==> src/rtl/sort_pkg.sv <==
// sort_pkg: shared types and constants for the cocktail sort engine and its renderers
//   sort_state_t  engine state encoding (IDLE/READY/SORT/DONE)
//   DIR_FWD/BWD   pass direction as exported on dir_o
//   COL_*         RGB565 bar colours shared by the OLED renderers
//   rotl16        16-bit rotate-left used to spread LFSR bits across elements
package sort_pkg;
    typedef enum logic [1:0] {S_IDLE, S_READY, S_SORT, S_DONE} sort_state_t;
    localparam logic DIR_FWD = 1'b0;
    localparam logic DIR_BWD = 1'b1;
    localparam logic [15:0] COL_BG    = 16'h0000;
    localparam logic [15:0] COL_BAR   = 16'hFFFF;
    localparam logic [15:0] COL_CMP   = 16'hF800;
    localparam logic [15:0] COL_SWAP  = 16'hFFE0;
    localparam logic [15:0] COL_FINAL = 16'h07E0;
    function automatic logic [15:0] rotl16(input logic [15:0] v, input int unsigned s);
        logic [31:0] d;
        d = {v, v} << (s % 16);
        return d[31:16];
    endfunction
endpackage

==> src/rtl/step_tick_gen.sv <==
// step_tick_gen: paces sort steps; auto tick every STEP_DELAY cycles or manual single-step
//   clk, reset_n  clock, async active-low reset
//   clr           hold the counter at zero (engine not sorting)
//   run           1 = free-running pacing, 0 = paused (counter holds)
//   step          single-step request, honoured only while paused
//   tick          one-cycle step enable
module step_tick_gen #(
    parameter int STEP_DELAY = 100000000
) (
    input  logic clk,
    input  logic reset_n,
    input  logic clr,
    input  logic run,
    input  logic step,
    output logic tick
);
    localparam int CW = $clog2(STEP_DELAY + 1);
    localparam logic [CW-1:0] LAST = CW'(STEP_DELAY - 1);
    logic [CW-1:0] cnt;
    always_ff @(posedge clk or negedge reset_n) begin
        if (!reset_n) cnt <= '0;
        else if (clr) cnt <= '0;
        else if (run) cnt <= (cnt == LAST) ? '0 : cnt + 1'b1;
    end
    assign tick = run ? (cnt == LAST) : step;
endmodule

==> src/rtl/cocktail_sort_engine.sv <==
// cocktail_sort_engine: N-element ascending cocktail-shaker sort, one compare/swap per step
//   load_i/load_rand_i/init_data_i  load array (bus or LFSR) and go READY
//   start_i, run_i, step_i          start sorting, auto pacing, manual single step
//   data_o                          array, element k at [k*W +: W]
//   cmp_idx_o, lo_o, hi_o, dir_o    compare cursor, active window, pass direction
//   swap_o, busy_o, done_o          swap pulse, SORT state, DONE state
//   cmp_cnt_o, swap_cnt_o           saturating statistics since last load
module cocktail_sort_engine
    import sort_pkg::*;
#(
    parameter int N = 5,
    parameter int W = 7,
    parameter int STEP_DELAY = 100000000,
    parameter int CNT_W = 16,
    parameter logic [15:0] LFSR_SEED = 16'hACE1,
    localparam int IW = $clog2(N)
) (
    input  logic             clk,
    input  logic             reset_n,
    input  logic             load_i,
    input  logic             load_rand_i,
    input  logic [N*W-1:0]   init_data_i,
    input  logic             start_i,
    input  logic             run_i,
    input  logic             step_i,
    output logic [N*W-1:0]   data_o,
    output logic [IW-1:0]    cmp_idx_o,
    output logic [IW-1:0]    lo_o,
    output logic [IW-1:0]    hi_o,
    output logic             dir_o,
    output logic             swap_o,
    output logic             busy_o,
    output logic             done_o,
    output logic [CNT_W-1:0] cmp_cnt_o,
    output logic [CNT_W-1:0] swap_cnt_o
);
    localparam logic [IW-1:0] HI_INIT = IW'(N - 1);
    sort_state_t state, state_n;
    logic [W-1:0] arr [N];
    logic [W-1:0] load_val [N];
    logic [IW-1:0] j, jp1, lo, hi, j_n, lo_n, hi_n;
    logic dir, dir_n, pass_sw, tick, step_en, do_swap, ps_eff, at_end, finish, not_sorting;
    logic [15:0] lfsr;
    assign not_sorting = state != S_SORT;
    step_tick_gen #(.STEP_DELAY(STEP_DELAY)) u_tick (
        .clk(clk), .reset_n(reset_n), .clr(not_sorting), .run(run_i), .step(step_i), .tick(tick)
    );
    always_comb begin
        jp1 = j + 1'b1;
        step_en = (state == S_SORT) && tick && !load_i;
        do_swap = arr[j] > arr[jp1];
        // the swap made by this very step counts toward the pass result
        ps_eff = pass_sw | do_swap;
        at_end = (dir == DIR_FWD) ? (j == hi - 1'b1) : (j == lo);
        hi_n = (dir == DIR_FWD && at_end && ps_eff) ? hi - 1'b1 : hi;
        lo_n = (dir == DIR_BWD && at_end && ps_eff) ? lo + 1'b1 : lo;
        dir_n = (at_end && ps_eff) ? ~dir : dir;
        // turnaround lands directly on the first pair of the next pass, so no idle step
        j_n = !at_end ? ((dir == DIR_FWD) ? jp1 : j - 1'b1)
                      : ((dir == DIR_FWD) ? hi_n - 1'b1 : lo_n);
        finish = at_end && (!ps_eff || lo_n >= hi_n);
        state_n = load_i ? S_READY
                : (state == S_READY && start_i) ? S_SORT
                : (step_en && finish) ? S_DONE : state;
        for (int k = 0; k < N; k++)
            load_val[k] = load_rand_i ? W'(rotl16(lfsr, 3 * k)) : init_data_i[k*W +: W];
    end
    always_ff @(posedge clk or negedge reset_n) begin
        if (!reset_n) state <= S_IDLE;
        else state <= state_n;
    end
    always_ff @(posedge clk or negedge reset_n) begin
        if (!reset_n) begin
            for (int k = 0; k < N; k++) arr[k] <= '0;
            j <= '0;
            lo <= '0;
            hi <= HI_INIT;
            dir <= DIR_FWD;
            pass_sw <= 1'b0;
            swap_o <= 1'b0;
            cmp_cnt_o <= '0;
            swap_cnt_o <= '0;
            lfsr <= LFSR_SEED;
        end else begin
            lfsr <= {lfsr[14:0], lfsr[15] ^ lfsr[13] ^ lfsr[12] ^ lfsr[10]};
            swap_o <= 1'b0;
            if (load_i) begin
                for (int k = 0; k < N; k++) arr[k] <= load_val[k];
                j <= '0;
                lo <= '0;
                hi <= HI_INIT;
                dir <= DIR_FWD;
                pass_sw <= 1'b0;
                cmp_cnt_o <= '0;
                swap_cnt_o <= '0;
            end else if (step_en) begin
                if (do_swap) begin
                    arr[j] <= arr[jp1];
                    arr[jp1] <= arr[j];
                    swap_cnt_o <= (&swap_cnt_o) ? swap_cnt_o : swap_cnt_o + 1'b1;
                end
                cmp_cnt_o <= (&cmp_cnt_o) ? cmp_cnt_o : cmp_cnt_o + 1'b1;
                swap_o <= do_swap;
                pass_sw <= at_end ? 1'b0 : ps_eff;
                j <= j_n;
                lo <= lo_n;
                hi <= hi_n;
                dir <= dir_n;
            end
        end
    end
    for (genvar g = 0; g < N; g++) begin : g_pack
        assign data_o[g*W +: W] = arr[g];
    end
    assign cmp_idx_o = j;
    assign lo_o = lo;
    assign hi_o = hi;
    assign dir_o = dir;
    assign busy_o = state == S_SORT;
    assign done_o = state == S_DONE;
endmodule

==> config.mk <==
export PLATFORM = sky130hd
export DESIGN_NAME = cocktail_sort_engine
export DESIGN_NICKNAME = d
export VERILOG_FILES = /design/src/rtl/sort_pkg.sv /design/src/rtl/step_tick_gen.sv /design/src/rtl/cocktail_sort_engine.sv
export SDC_FILE = /design/constraint.sdc
export NUM_CORES = 1
export LEC_CHECK = 0
export ABC_AREA = 1
export ABC_CLOCK_PERIOD_IN_PS = 4000
export CORE_MARGIN = 2
export CORE_UTILIZATION = 50
export DETAILED_ROUTE_END_ITERATION = 16
export PLACE_DENSITY = 0.85
export SYNTH_ARGS = -nofsm -noshare
export SYNTH_HDL_FRONTEND = slang
export SYNTH_SLANG_ARGS = --single-unit
export TNS_END_PERCENT = 1
==> constraint.sdc <==
create_clock -name clk -period 4 [get_ports clk]
set_clock_uncertainty 0.2 [all_clocks]
set_input_delay 1.2 -clock clk [delete_from_list [all_inputs] [get_ports clk]]
set_output_delay 1.2 -clock clk [all_outputs]
set_load 0.02 [all_outputs]
---- Word-level counts from Yosys, hierarchy flattened ----
Index checks and enable logic that the tools add are counted.
word-level totals
  register bits after elaboration ......... 124
  input bits .............................. 42
  output and inout port bits .............. 80
operators by class
  add/subtract/negate cells ............... 8
  magnitude comparators ................... 6
  eq/ne operators ......................... 9
  mux-type cells .......................... 54
  bitwise gates (word level) .............. 7
  reductions and logical operators ........ 26
operators by type and width
  kind                                                      count
  2-to-1 mux 16 bit                                         7
  2-to-1 mux 35 bit                                         3
  2-to-1 mux 27 bit                                         3
  2-to-1 mux 7 bit                                          11
  bitwise mux 35 bit                                        2
  binary-select mux 7 bit (select 3 bit)                    2
  demux 7 bit (select 3 bit)                                2
  2-to-1 mux 3 bit                                          11
  adder 16 x 1 -> 16 bit, second input constant             2
  AND reduction 16 bit                                      2
  adder 27 x 1 -> 27 bit, second input constant             1
  equality test 27 bit, second input constant               1
  logical AND 1 bit                                         12
  2-to-1 mux 1 bit                                          10
  subtractor 3 x 1 -> 3 bit, second input constant          3
  greater-or-equal comparator 4 bit, second input constant  2
  < comparator 4 x 1 -> 1 bit, second input constant        2
  NOT 3 -> 4 bit                                            2
  nonzero test 2 bit                                        4
  > comparator 7 bit                                        1
  adder 3 x 1 -> 3 bit, second input constant               2
  equality test 3 bit                                       2
  2-to-1 mux 2 bit                                          3
  inequality test 2 bit, second input constant              3
  11 further kinds                                          17

---- Logic depth before layout (Yosys ltp) ----
  word-level depth ........................ 16
  depth in mapped cells ................... 36

---- Hierarchy ----
From an unflattened synthesis, not the netlist that was laid out.
unflattened totals
  cells, all modules ...................... 1088
  area, all modules ....................... 8002.7 µm²
modules (own cells, without submodules)
  module                times used  cells an instance  area an instance (µm²)
  cocktail_sort_engine  1           837                6190.9
  step_tick_gen         1           251                1811.7

---- Worst setup path after synthesis ----
Ideal clock, no wire load.
  path type ............................... register to register
  start point ............................. register j[0], in the netlist cmp_idx_o[0]
  end point ............................... register state[0]
  data arrival time ....................... 4.010 ns
  required time ........................... 3.671 ns
  slack ................................... -0.339 ns
  cell stages (with the launch flop) ...... 35
  buffers on the path ..................... 1
  cells stage by stage .................... dfrtp_1 -> buf_4 -> inv_4 -> ha_1 -> inv_1 -> nand3_2 -> inv_2 -> nand2_1 -> inv_1 -> nor2_1 -> o211ai_1 -> inv_2 -> ha_1 -> nand2_1 -> inv_1 -> a21oi_1 -> nand2_1 -> nand2_1 -> nand2_1 -> nand3_1 -> xor2_1 -> inv_1 -> ha_1 -> inv_1 -> nand2_1 -> a21oi_1 -> inv_1 -> nand3_1 -> nand2_1 -> inv_1 -> nand2_1 -> nand2_1 -> nand2_1 -> nand2_1 -> nand2_1
between the ends
  cells in the longest elaborated chain, start to end .. 14
  elaborated cells between the ends (all ways) .. 26
  classes of those cells .................. 1 x add/sub; 2 x order compare; 2 x eq/ne; 9 x mux; 3 x bitwise; 9 x reduce/logical
RTL lines
  item                                                  line                                                    text
  from (decl)                                           cocktail_sort_engine.sv:41                              logic [IW-1:0] j, jp1, lo, hi, j_n, lo_n, hi_n;
  from (signal assigned)                                cocktail_sort_engine.sv:105                             j <= j_n;
  adder 3 x 1 -> 3 bit                                  cocktail_sort_engine.sv:49                              jp1 = j + 1'b1;
  NOT 3 -> 4 bit (not written as such)                  cocktail_sort_engine.sv:51                              do_swap = arr[j] > arr[jp1];
  binary-select mux 7 bit (select 3 bit)                cocktail_sort_engine.sv:51
  2-to-1 mux 7 bit (not written as such) (2 in series)  cocktail_sort_engine.sv:51
  > comparator 7 bit                                    cocktail_sort_engine.sv:51
  OR 1 bit                                              cocktail_sort_engine.sv:53                              ps_eff = pass_sw | do_swap;
  logical AND 1 bit, on equally long branches           cocktail_sort_engine.sv:56, cocktail_sort_engine.sv:55
  2-to-1 mux 3 bit, on equally long branches            cocktail_sort_engine.sv:56, cocktail_sort_engine.sv:55
  greater-or-equal comparator 3 bit                     cocktail_sort_engine.sv:61                              finish = at_end && (!ps_eff || lo_n >= hi_n);
  logical OR 1 bit                                      cocktail_sort_engine.sv:61
  logical AND 1 bit *                                   cocktail_sort_engine.sv:61
  logical AND 1 bit *                                   cocktail_sort_engine.sv:64                              : (step_en && finish) ? S_DONE : state;
  nonzero test 3 bit (no line) *                        n/a
  to (signal assigned)                                  cocktail_sort_engine.sv:70                              else state <= state_n;
  to (decl)                                             cocktail_sort_engine.sv:38                              sort_state_t state, state_n;
Mark *: on every way between the ends. The rest lies on a longest branch, timed or not. The select of a mux whose other input is x is not followed.
A chain may end at the register's enable or synchronous reset.

---- Final worst setup path ----
  start point ............................. register j[0], in the netlist cmp_idx_o[0]
  end point ............................... register arr (netlist bit data_o[34])
between the ends
  cells in the longest elaborated chain, start to end .. 10
  elaborated cells between the ends (all ways) .. 27
  classes of those cells .................. 1 x add/sub; 5 x order compare; 15 x mux; 2 x bitwise; 4 x reduce/logical
RTL lines
  item                                                                         line                        text
  parallel branches: the longest is 10 deep, another holds > comparator 7 bit  n/a
  to (signal, indexed assignment)                                              cocktail_sort_engine.sv:98  arr[j] <= arr[jp1];
  to (signal, indexed assignment)                                              cocktail_sort_engine.sv:99  arr[jp1] <= arr[j];
  to (decl)                                                                    cocktail_sort_engine.sv:39  logic [W-1:0] arr [N];
Several ways; the timed one is not identified. The select of a mux whose other input is x is not followed.

==> flow_summary_export.csv <==
group,metric,value,unit
synth,synth-seq-cells,124,
cts,clockRootBuffer,"clkbuf_16",
timing,drv_slew,0,
die,fp.dieW,131,microns
synth,yosys.area.top_type,"dfrtp_1",
outcome,violations,"negative setup slack",
timing,finalWorstSetupSlack,-0.187,ns
setup_path,crit_cells,31,
timing,setup-violations-final,2,
timing,setup_tns,-0.263,ns
pwr,p_seq_frac,0.309,
timing,max_freq,239,MHz
grt,grt.overflow.total,0,
pwr,report.power.total,5.47,mW
setup_path,endpoint_kind,"register",
synth,synth_area,8000,sq um
timing,rsz0062_at_grt,"yes",
pwr,pwr_density_cell,506,nW/um^2
min_path,hold_path.class,"register to register",
synth,ys_types,55,
cells_and_area,stdcell_area,10800,sq um
synth,ys_warn_count,0,
die,dieArea,17000,sq um
setup_path,worst_path_most_repeated_cell,"buf_4",
setup_path,crit_fanout,6,
die,die_h,131,microns
synth,async_flop_share,1.00,
setup_path,path_class,"register to register",
detailed_routing,via_per_inst,5.67,
cells_and_area,drive_above_1_share,0.179,
pwr,internal-power,3.30,mW
detailed_routing,drc,0,
timing,fin_crit_sh,1.05,
pwr,p_leak,4.82,nW
grt,grt_pass1_wl,41.0,mm
grt,grt.total_usage,0.313,
cts,cts-buffers-inserted,17,
grt,grt_pass1_vias,8069,
cells_and_area,synthToLayoutAreaGrowth,35.3,%
synth,yosysSeqAreaShare,0.389,
cts,cts.sinks,124,
pwr,netSwitchingFraction,0.397,
cts,cts_buffer_depth,2,
setup_path,crit_path_top_delay_cell,"dfrtp_2",
detailed_routing,postRouteAntennaNets,0,
setup_path,reg2reg_depth,31,
timing,timing.hold.ws,0.166,ns
min_path,hold_depth,0,
placed_design,dp_hpwl,19.0,mm
cells_and_area,finish.net_count,1366,
grt,grt_max_degree,55,
cts,cts.clk_slew.worst_paths,0.06,ns
cells_and_area,fin_util,0.687,
setup_path,crit_buf_inv,20,
timing,worst_pin_slew,0.683,ns
cts,cts_tree,"yes",
die,initial_core_util,0.508,
placed_design,placed_cell_area,9840,sq um
setup_path,cpPeakStageDelay,0.42,ns
die,io_pins,122,
synth,syn_nets,1160,
detailed_routing,num_vias,8711,
outcome,status,"finished, violations left",
setup_path,crit_required,4.12,ns
detailed_routing,wl_per_cell,17.0,microns
pwr,p_switching,2.17,mW
synth,syn_avg_cell_area,7.27,sq um
pwr,clockPowerShare,0.277,
cts,cts_max_level,4,
synth,synth_ff_type,"dfrtp_1",
die,num_rows,46,
cells_and_area,layout.cells.non_filler,1537,
detailed_routing,drtIter0Drc,1236,
placed_design,gp_congestion,1.07,
synth,syn_inst,1101,
pwr,p_comb_frac,0.414,
setup_path,critPathLaunchType,"register",
synth,synth_edf_count,0,
detailed_routing,routed_wl,26.1,mm
placed_design,port_buffers,121,
setup_path,path_delay_family,"buffers and inverters",
setup_path,arrival,4.31,ns
die,core-area,15800,sq um
setup_path,r2r_slack,-0.19,ns
pwr,vdd.ir_drop.worst,0.410,mV
synth,synth_top_area_frac,0.360,
cts,clkLatencyLatePin,0.44,ns
synth,synth_area_leaders,"dfrtp_1 (36%), nand2_1 (13%), nand3_1 (6.8%)",
timing,finalHoldViolCount,0,
grt,antenna_found_initial,1,
flow_run,cap_violations,0,
placed_design,place_ws,-0.172,ns
detailed_routing,firstDrtPassIters,6,
timing,period_needed,4.19,ns
placed_design,dp.cells,1470,
timing,timing.slew.headroom,0.541,
-- power groups by stage --
| stage | sequential, mW | combinational, mW | clock (mW) |
|---|---|---|---|
| floorplan | 1.84 | 0.819 | 0 |
| global placement | 1.70 | 1.90 | 0 |
| detailed placement | 1.69 | 1.91 | 0 |
| CTS | 1.67 | 2.12 | 1.53 |
| global route | 1.70 | 2.42 | 1.58 |
| finish | 1.69 | 2.26 | 1.52 |
-- cell type report --
type	count	area [sq um]
fillers	1300	4940
multi-input cells	798	4300
flip-flops and latches	124	3120
repair buffers	227	2020
inverters	139	546
clock buffers	18	439
well taps	216	270
clock inverters	14	135
diodes	1	2.50
-- sequential cells by signal (all words and copies together), names as in the netlist, 3 cells and up --
register    cells
data_o         35
u_tick.cnt     27
cmp_cnt_o      16
lfsr           16
swap_cnt_o     16
cmp_idx_o       3
hi_o            3
lo_o            3
-- logic make-up (layout without fill, tap and decap cells) --
| logic type | count (synthesis) | after routing | share of synthesized area |
|---|---|---|---|
| other cells | 0 | 1 | 0 |
| xor+xnor | 25 | 25 | 0.0274 |
| compound gates | 226 | 226 | 0.161 |
| flops | 124 | 124 | 0.389 |
| simple gates | 530 | 530 | 0.299 |
| buf+inv | 179 | 398 | 0.0963 |
| fa+ha+maj | 17 | 17 | 0.0266 |
-- layer usage --
layer | wire length (microns) | track usage | part of all wire | vias to the layer above
li1 | - | - | - | 4093
met1 | 10900 | 0.421 | 0.42 | 4015
met2 | 11700 | 0.469 | 0.45 | 493
met3 | 2540 | 0.0932 | 0.097 | 110
met4 | 1010 | 0.137 | 0.039 | 0
met5 | 0 | 0 | 0 | -
-- cells in the final DEF (no fill, tap or decap), types with 4 or more instances in the layout --
| master | instances |
|---|---|
| a21oi_1 | 76 |
| buf_4 | 103 |
| dfrtp_1 | 113 |
| a21oi_2 | 4 |
| o21ai_0 | 80 |
| ha_4 | 5 |
| inv_2 | 19 |
| nand2_1 | 268 |
| clkbuf_16 | 17 |
| nand4_1 | 16 |
| nand2_2 | 12 |
| clkdlybuf4s50_1 | 119 |
| nand3_4 | 6 |
| clkinvlp_4 | 4 |
| nor4_1 | 5 |
| o22ai_1 | 11 |
| nor2_1 | 64 |
| nand2_4 | 6 |
| o31ai_2 | 4 |
| dfstp_2 | 9 |
| inv_4 | 5 |
| xnor2_1 | 4 |
| nor2_4 | 4 |
| o21ai_1 | 21 |
| xor2_1 | 20 |
| inv_6 | 7 |
| ha_1 | 12 |
| nor3_1 | 27 |
| o211ai_1 | 7 |
| inv_1 | 111 |
| nand3_1 | 108 |
-- synth_stat cells, drive strengths merged, types with 3 or more instances --
library cell / n
nand4: 17
o41ai: 3
buf: 27
ha: 17
nand3: 115
o31ai: 7
dfrtp: 115
xor2: 21
o221ai: 4
nor3b: 3
nand2: 286
clkbuf: 13
nor2: 69
xnor2: 4
o22ai: 11
a21oi: 80
o21ai: 104
nor3: 31
nor4: 5
dfstp: 9
inv: 137
o211ai: 8
-- worst paths after layout --
kind | from | end
max reg2reg | cmp_idx_o[0] | data_o[34]
min in group asynchronous | reset_n | swap_cnt_o[2]
min | lfsr[6] | lfsr[7]
min reg2reg | lfsr[6] | lfsr[7]
max in group asynchronous | reset_n | lfsr[13]
max | cmp_idx_o[0] | data_o[34]
-- timing repair --
action | in CTS | in global routing
setup endpoints to repair | 1 | 3
setup buffers | 29 | 5
pin swaps | 14 | 14
gates resized for setup | 20 | 17
hold buffers | 0 | 0
Power figures use the tool's default switching activity.
